**src/rtl/ram_port_arbiter.sv**
```systemverilog
`default_nettype none
// ============================================================================
// Module      : ram_port_arbiter
// Description : Round-robin arbiter sharing one single-port RAM between NREQ
//               masters, with bounded RMW lock and read-response routing.
//               Optional macro RAM_ARB_FIXED_PRIO_EN selects fixed priority.
// Revision    : 1.0 - initial release
// ============================================================================
module ram_port_arbiter #(
    parameter int NREQ     = 2,
    parameter int AW       = 10,
    parameter int DW       = 32,
    parameter int LOCK_MAX = 8
) (
    input  logic                   clk,
    input  logic                   reset,
    input  logic [NREQ-1:0]        req_valid,
    input  logic [NREQ-1:0]        req_write,
    input  logic [NREQ-1:0]        req_lock,
    input  logic [NREQ*AW-1:0]     req_address,
    input  logic [NREQ*DW/8-1:0]   req_byteenable,
    input  logic [NREQ*DW-1:0]     req_writedata,
    output logic [NREQ-1:0]        req_ready,
    output logic [NREQ-1:0]        rsp_valid,
    output logic [DW-1:0]          rsp_readdata,
    output logic [AW-1:0]          ram_address,
    output logic [DW/8-1:0]        ram_byteenable,
    output logic                   ram_chipselect,
    output logic                   ram_write,
    output logic [DW-1:0]          ram_writedata,
    output logic                   ram_clken,
    input  logic [DW-1:0]          ram_readdata
);

    localparam int c_BEW = DW / 8;
    localparam int c_IW  = (NREQ > 1) ? $clog2(NREQ) : 1;
    localparam int c_CW  = $clog2(LOCK_MAX + 1);

    typedef enum logic [0:0] {
        S_OPEN   = 1'b0,
        S_LOCKED = 1'b1
    } lock_state_t;

    lock_state_t        r_state;
    logic [c_IW-1:0]    r_owner;
    logic [c_CW-1:0]    r_cnt;
    logic [NREQ-1:0]    r_rsp_valid;
`ifndef RAM_ARB_FIXED_PRIO_EN
    logic [c_IW-1:0]    r_last;
`endif

    logic [c_IW-1:0]    w_win;
    logic               w_any;
    logic               w_transfer;

    // Winner selection; while locked only the owner may be granted.
    always_comb begin
        logic [c_IW-1:0] v_sel;
        int              v_idx;
        w_win = '0;
        w_any = 1'b0;
        v_sel = '0;
        v_idx = 0;
        if (r_state == S_LOCKED) begin
            w_win = r_owner;
            w_any = req_valid[r_owner];
        end else begin
`ifdef RAM_ARB_FIXED_PRIO_EN
            for (int k = NREQ - 1; k >= 0; k--) begin
                v_sel = c_IW'(k);
                if (req_valid[v_sel]) begin
                    w_win = v_sel;
                    w_any = 1'b1;
                end
            end
`else
            for (int k = 0; k < NREQ; k++) begin
                v_idx = int'(r_last) + 1 + k;
                if (v_idx >= NREQ) begin
                    v_idx = v_idx - NREQ;
                end
                v_sel = c_IW'(v_idx);
                if (!w_any && req_valid[v_sel]) begin
                    w_win = v_sel;
                    w_any = 1'b1;
                end
            end
`endif
        end
    end

    assign w_transfer = w_any & ~reset;

    always_comb begin
        req_ready = '0;
        if (w_transfer) begin
            req_ready[w_win] = 1'b1;
        end
    end

    always_comb begin
        ram_chipselect = w_transfer;
        ram_write      = 1'b0;
        ram_address    = '0;
        ram_byteenable = '0;
        ram_writedata  = '0;
        if (w_transfer) begin
            ram_write      = req_write[w_win];
            ram_address    = req_address[w_win*AW +: AW];
            ram_byteenable = req_byteenable[w_win*c_BEW +: c_BEW];
            ram_writedata  = req_writedata[w_win*DW +: DW];
        end
    end

    assign ram_clken    = ~reset;
    assign rsp_valid    = r_rsp_valid;
    assign rsp_readdata = ram_readdata;

`ifndef RAM_ARB_FIXED_PRIO_EN
    // Reset to NREQ-1 so that requester 0 is searched first.
    always_ff @(posedge clk or posedge reset) begin
        if (reset) begin
            r_last <= c_IW'(NREQ - 1);
        end else if (w_transfer) begin
            r_last <= w_win;
        end
    end
`endif

    always_ff @(posedge clk or posedge reset) begin
        if (reset) begin
            r_rsp_valid <= '0;
        end else begin
            r_rsp_valid <= '0;
            if (w_transfer && !req_write[w_win]) begin
                r_rsp_valid[w_win] <= 1'b1;
            end
        end
    end

    // r_cnt counts locked transfers taken so far, including the one that took the lock.
    always_ff @(posedge clk or posedge reset) begin
        if (reset) begin
            r_state <= S_OPEN;
            r_owner <= '0;
            r_cnt   <= '0;
        end else begin
            case (r_state)
                S_OPEN: begin
                    if (w_transfer && req_lock[w_win]) begin
                        r_owner <= w_win;
                        if (LOCK_MAX > 1) begin
                            r_state <= S_LOCKED;
                            r_cnt   <= c_CW'(1);
                        end else begin
                            r_cnt   <= '0;
                        end
                    end
                end
                S_LOCKED: begin
                    if (!req_valid[r_owner]) begin
                        r_state <= S_OPEN;
                        r_cnt   <= '0;
                    end else if (w_transfer) begin
                        if (!req_lock[r_owner] || (r_cnt >= c_CW'(LOCK_MAX - 1))) begin
                            r_state <= S_OPEN;
                            r_cnt   <= '0;
                        end else begin
                            r_cnt   <= r_cnt + c_CW'(1);
                        end
                    end
                end
                default: begin
                    r_state <= S_OPEN;
                    r_cnt   <= '0;
                end
            endcase
        end
    end

endmodule
`default_nettype wire

```
**config.mk**
```make
export PLATFORM = sky130hd
export DESIGN_NAME = ram_port_arbiter
export DESIGN_NICKNAME = d
export VERILOG_FILES = /design/src/rtl/ram_port_arbiter.sv
export SDC_FILE = /design/constraint.sdc
export NUM_CORES = 1
export LEC_CHECK = 0
export ABC_CLOCK_PERIOD_IN_PS = 1900
export BUFFER_PORTS_ARGS = -buffer_cell sky130_fd_sc_hd__buf_4
export CAP_MARGIN = 30
export CORE_AREA = 2 2 85 87
export CTS_CLUSTER_DIAMETER = 80
export CTS_CLUSTER_SIZE = 14
export DETAILED_ROUTE_END_ITERATION = 8
export DIE_AREA = 0 0 87 89
export MAX_ROUTING_LAYER = met4
export PLACE_DENSITY_LB_ADDON = 0.25
export SKIP_CTS_REPAIR_TIMING = 1
export SYNTH_ARGS = -nofsm -noshare
export SYNTH_HDL_FRONTEND = slang
export SYNTH_SLANG_ARGS = --single-unit
export TNS_END_PERCENT = 20
```
**constraint.sdc**
```tcl
create_clock -name clk -period 1.9 [get_ports clk]
set_clock_uncertainty 0.1 [all_clocks]
set_input_delay 0.095 -clock clk [delete_from_list [all_inputs] [get_ports clk]]
set_output_delay 0.095 -clock clk [all_outputs]
set_load 0.005 [all_outputs]
```
==> results <==
- The classification of the worst setup path is reg -> out.
- Measured on the finished design, the core utilization comes to 38.2%.
- The congestion estimate from routability-driven global placement came to 0.782.
- Walking the worst path, the cells encountered are nand2_4 > o21ai_4 > nor3_4 > buf_12 > clkbuf_16 > a22o_1 > buf_4.
- In this run the number of H-tree levels came out at 1.
- The power after layout is 1.85 mW.
- The clock insertion delay at the later pin of the skew report is 0.23 ns.
- The slowest stage of the critical path is the sky130_fd_sc_hd__dfstp_2 cell.
- In the post-route analysis, the smallest setup slack over all paths is -0.0569 ns.
- The number of design rule violations left after detail routing is 0.
- The post-layout minimum cycle time is 1.96 ns.
- At the pin with the least slew margin, the transition time is 0.388 ns.
- After synthesis, the netlist uses 34 different library cells.
- Leaving out fill and tap cells, the most frequent cell in the layout is sky130_fd_sc_hd__buf_4.
- The number of register bits inferred by synthesis is 9.
- In the finished design, the share of the clock period the worst path needs comes to 103%.
- Once detail routing completed, the nets flagged for antenna violations numbered 0.
- The analysis attributes to cell leakage a power of 1.33 nW.
- The data required time at the worst endpoint is 1.70 ns.
- The number of nets handed over by synthesis was 280.
- Setup repair after global routing could not meet its margin everywhere.
- During placement, the flow inserted port buffers numbering 152.
- The area of the placeable core is 0.00672 mm2.
- 217 I/O pins were placed.
- The startpoint kind of the worst setup timing path is a register.
- The first global-routing pass estimated 7510 um of wire.
- The run finished, with violations left.
- The cell count after synthesis came out at 147.
- The worst-case IR drop observed on VDD is 190 uV.
- Across every metal layer, demand over resource in global routing totals 12.5%.
- The maximum clock frequency is 511 MHz.
- The area growth from synthesis to layout is 106%.
- The area of the mapped netlist is 0.00125 mm2.
- The share of post-route cells with drive strength above 1 is 66.1%.
- The initial antenna violation count came to 0.
- In this run, the number of DRC markers left after iteration 0 of detailed routing was 56.
- In this design, the stage delay of the slowest critical-path cell is 0.57 ns.
- The finished layout holds 354 standard cells, fillers aside.
- Setup violations remaining at the end of the flow were counted as 47.
- The path class of the tightest hold or removal check is in -> reg.
- TritonCTS created 3 clock buffers.
- The overflow left after global routing is 0.
- The vertical die dimension is 89 um.
- The share of the Yosys chip area taken by registers is 18.2%.
- The half-perimeter wire length of the detailed placement result is 4270 um.
- The clock sink count is 9.
- The final layout net count is 408.
- The antenna diode instance count is 0.
- The CTS root buffer is sky130_fd_sc_hd__clkbuf_8.
- The max-capacitance violation count is 0.
- The initial standard-cell utilization of the core is 18.6%.
- The clock tree from TritonCTS is yes.
- Summing all non-filler instances in the final layout gives an area of 0.00256 mm2.
- In the layout the commonest cells are sky130_fd_sc_hd__buf_4, sky130_fd_sc_hd__a22o_1, sky130_fd_sc_hd__inv_1, sky130_fd_sc_hd__dfrtp_1, sky130_fd_sc_hd__buf_6.
- The synthesis warning total is 0.
- The pin count of the biggest net entering global routing is 51.
- Data arrives at the worst endpoint at 1.76 ns.
- The die extent in x is 87 um.
- The via count of the first global-routing pass came to 1517.
- The routed length per placed instance is 18.0 um.
- In this run the tightest slew margin relative to its limit is 74.1%.
- In this run the core area contains 30 standard-cell rows.
- The final-report max-slew violation count was 0.
- The average footprint of a synthesized cell is 8.49 um2.
- Fill cells in the final layout number 687.
- Clock-pin slew was measured on the worst setup and hold paths at 0.05 ns.
- After detailed routing, the number of vias per cell comes to 4.73.
- The checks that failed: negative setup slack.
- The floorplan step defined a die boundary enclosing 0.00774 mm2.
- For this run, the detailed router's first-pass iteration total came to 4.
- The total power per unit cell area is 720 mW/mm2.
- The element type at the critical path end is an output pin.
- Summed over all layers, the routed wires come to 6390 um.
- The maximum fanout encountered on the critical timing path is 12.
- After detailed placement, the design holds a cell count of 338.
- OpenSTA, run right after detailed placement, puts the worst setup slack at 0.174 ns.
- The final number of hold-violating endpoints was 0.
- Summing over every cut layer, the via total after detailed routing is 1674.
- The cell area after placement is 0.00225 mm2.
- In this run the deepest clock path goes through 2 buffers.
## synthesized netlist by cell type
| cell | n | area, um2 |
|---|---|---|
| sky130_fd_sc_hd__nand3_1 | 2 | 10.0 |
| sky130_fd_sc_hd__or2_1 | 1 | 6.26 |
| sky130_fd_sc_hd__a21bo_1 | 1 | 10.0 |
| sky130_fd_sc_hd__nor2b_1 | 3 | 18.8 |
| sky130_fd_sc_hd__mux2_2 | 2 | 22.5 |
| sky130_fd_sc_hd__a21oi_2 | 1 | 8.76 |
| sky130_fd_sc_hd__o21ai_0 | 1 | 5.00 |
| sky130_fd_sc_hd__o21ai_1 | 1 | 5.00 |
| sky130_fd_sc_hd__o2111ai_1 | 1 | 8.76 |
| sky130_fd_sc_hd__a211oi_2 | 1 | 12.5 |
| sky130_fd_sc_hd__dfrtp_1 | 8 | 200 |
| sky130_fd_sc_hd__a21oi_1 | 2 | 10.0 |
| sky130_fd_sc_hd__nor2_1 | 4 | 15.0 |
| sky130_fd_sc_hd__buf_4 | 34 | 255 |
| sky130_fd_sc_hd__a31oi_1 | 1 | 6.26 |
| sky130_fd_sc_hd__nor3_2 | 1 | 10.0 |
| sky130_fd_sc_hd__o22ai_1 | 1 | 6.26 |
| sky130_fd_sc_hd__nand4_1 | 2 | 12.5 |
| sky130_fd_sc_hd__or3_1 | 1 | 6.26 |
| sky130_fd_sc_hd__buf_2 | 8 | 40.0 |
| sky130_fd_sc_hd__nand2b_1 | 1 | 6.26 |
| sky130_fd_sc_hd__a221oi_1 | 2 | 17.5 |
| sky130_fd_sc_hd__o32ai_1 | 1 | 8.76 |
| sky130_fd_sc_hd__inv_1 | 8 | 30.0 |
| sky130_fd_sc_hd__dfstp_2 | 1 | 26.3 |
| sky130_fd_sc_hd__a2111o_1 | 1 | 11.3 |
| sky130_fd_sc_hd__a22o_1 | 47 | 412 |
| sky130_fd_sc_hd__clkbuf_1 | 2 | 7.51 |
| sky130_fd_sc_hd__nand2_1 | 3 | 11.3 |
| sky130_fd_sc_hd__mux2i_1 | 1 | 10.0 |
| sky130_fd_sc_hd__ha_1 | 1 | 12.5 |
| sky130_fd_sc_hd__a311oi_1 | 1 | 8.76 |
| sky130_fd_sc_hd__a21boi_2 | 1 | 11.3 |
| sky130_fd_sc_hd__nor3_1 | 1 | 5.00 |
## cell families after synthesis
logic type,share of synthesized area [%]
adder cells (fa/ha/maj),1.00
AO/OA/AOI/OAI,43.4
buffers and inverters,26.7
multiplexers,2.61
AND/OR/NAND/NOR,8.12
flip-flops,18.2
## layout make-up
| type | instances | area (um2) | area share, % |
|---|---|---|---|
| timing repair buffer | 167 | 1420 | 55.4 |
| multi-input combinational | 86 | 739 | 28.8 |
| sequential | 9 | 228 | 8.88 |
| tap | 80 | 100 | 3.90 |
| clock buffer | 3 | 41.3 | 1.61 |
| inverter | 8 | 30.0 | 1.17 |
| clock inverter | 1 | 5.00 | 0.195 |
## per-layer routing
layer | GRT usage (%) | wire [um] | up-vias | part of all wire, %
met4 | 1.70 | 48 | 0 | 0.75
li1 | - | - | 783 | -
met3 | 2.59 | 371 | 4 | 5.8
met5 | - | 0 | - | 0
met1 | 14.6 | 2690 | 794 | 42
met2 | 22.5 | 3280 | 93 | 51
## worst paths after layout
| kind | start | slack [ns] | end | depth (start not counted) |
|---|---|---|---|---|
| hold / removal | req_valid[1] | 0.07 | r_owner | 3 |
| max in group asynchronous | reset | 0.97 | r_last | 3 |
| setup / recovery | r_last | -0.06 | ram_writedata[21] | 7 |
| min in group asynchronous | reset | 0.42 | r_cnt[0] | 3 |
| hold reg to reg | r_last | 0.44 | r_last | 2 |
| setup reg to reg | r_owner | 0.19 | r_cnt[2] | 4 |
## worst max-delay path, delay by kind of cell, from the launching register on
kind	cells	cell delay, ns
AO/OA/AOI/OAI	2	0.37
flip-flops	1	0.57
AND/OR/NAND/NOR	2	0.15
buffers and inverters	3	0.44
## where the power goes
part | internal, mW | switching [mW] | total [mW] | leakage, nW
combinational | 0.773 | 0.535 | 1.31 | 1.19
clock | 0.143 | 0.0790 | 0.222 | 0.0255
sequential | 0.251 | 0.0655 | 0.316 | 0.114
## per-stage QoR
step | setup TNS, ns | hold WS [ns]
final | -1.68 | 0.0655
after global placement | 0 | 0.0870
after floorplan | 0 | 0.0162
after CTS | -2.18 | -0.169
after detailed placement | 0 | 0.0817
after global routing | -5.12 | 0.0900
## flip-flops by register name (all words and copies together), names as in the netlist
signal	cells
r_cnt	4
r_last	1
r_owner	1
r_state	1
rsp_valid	2
No activity file was read; power rests on OpenSTA's default activity.
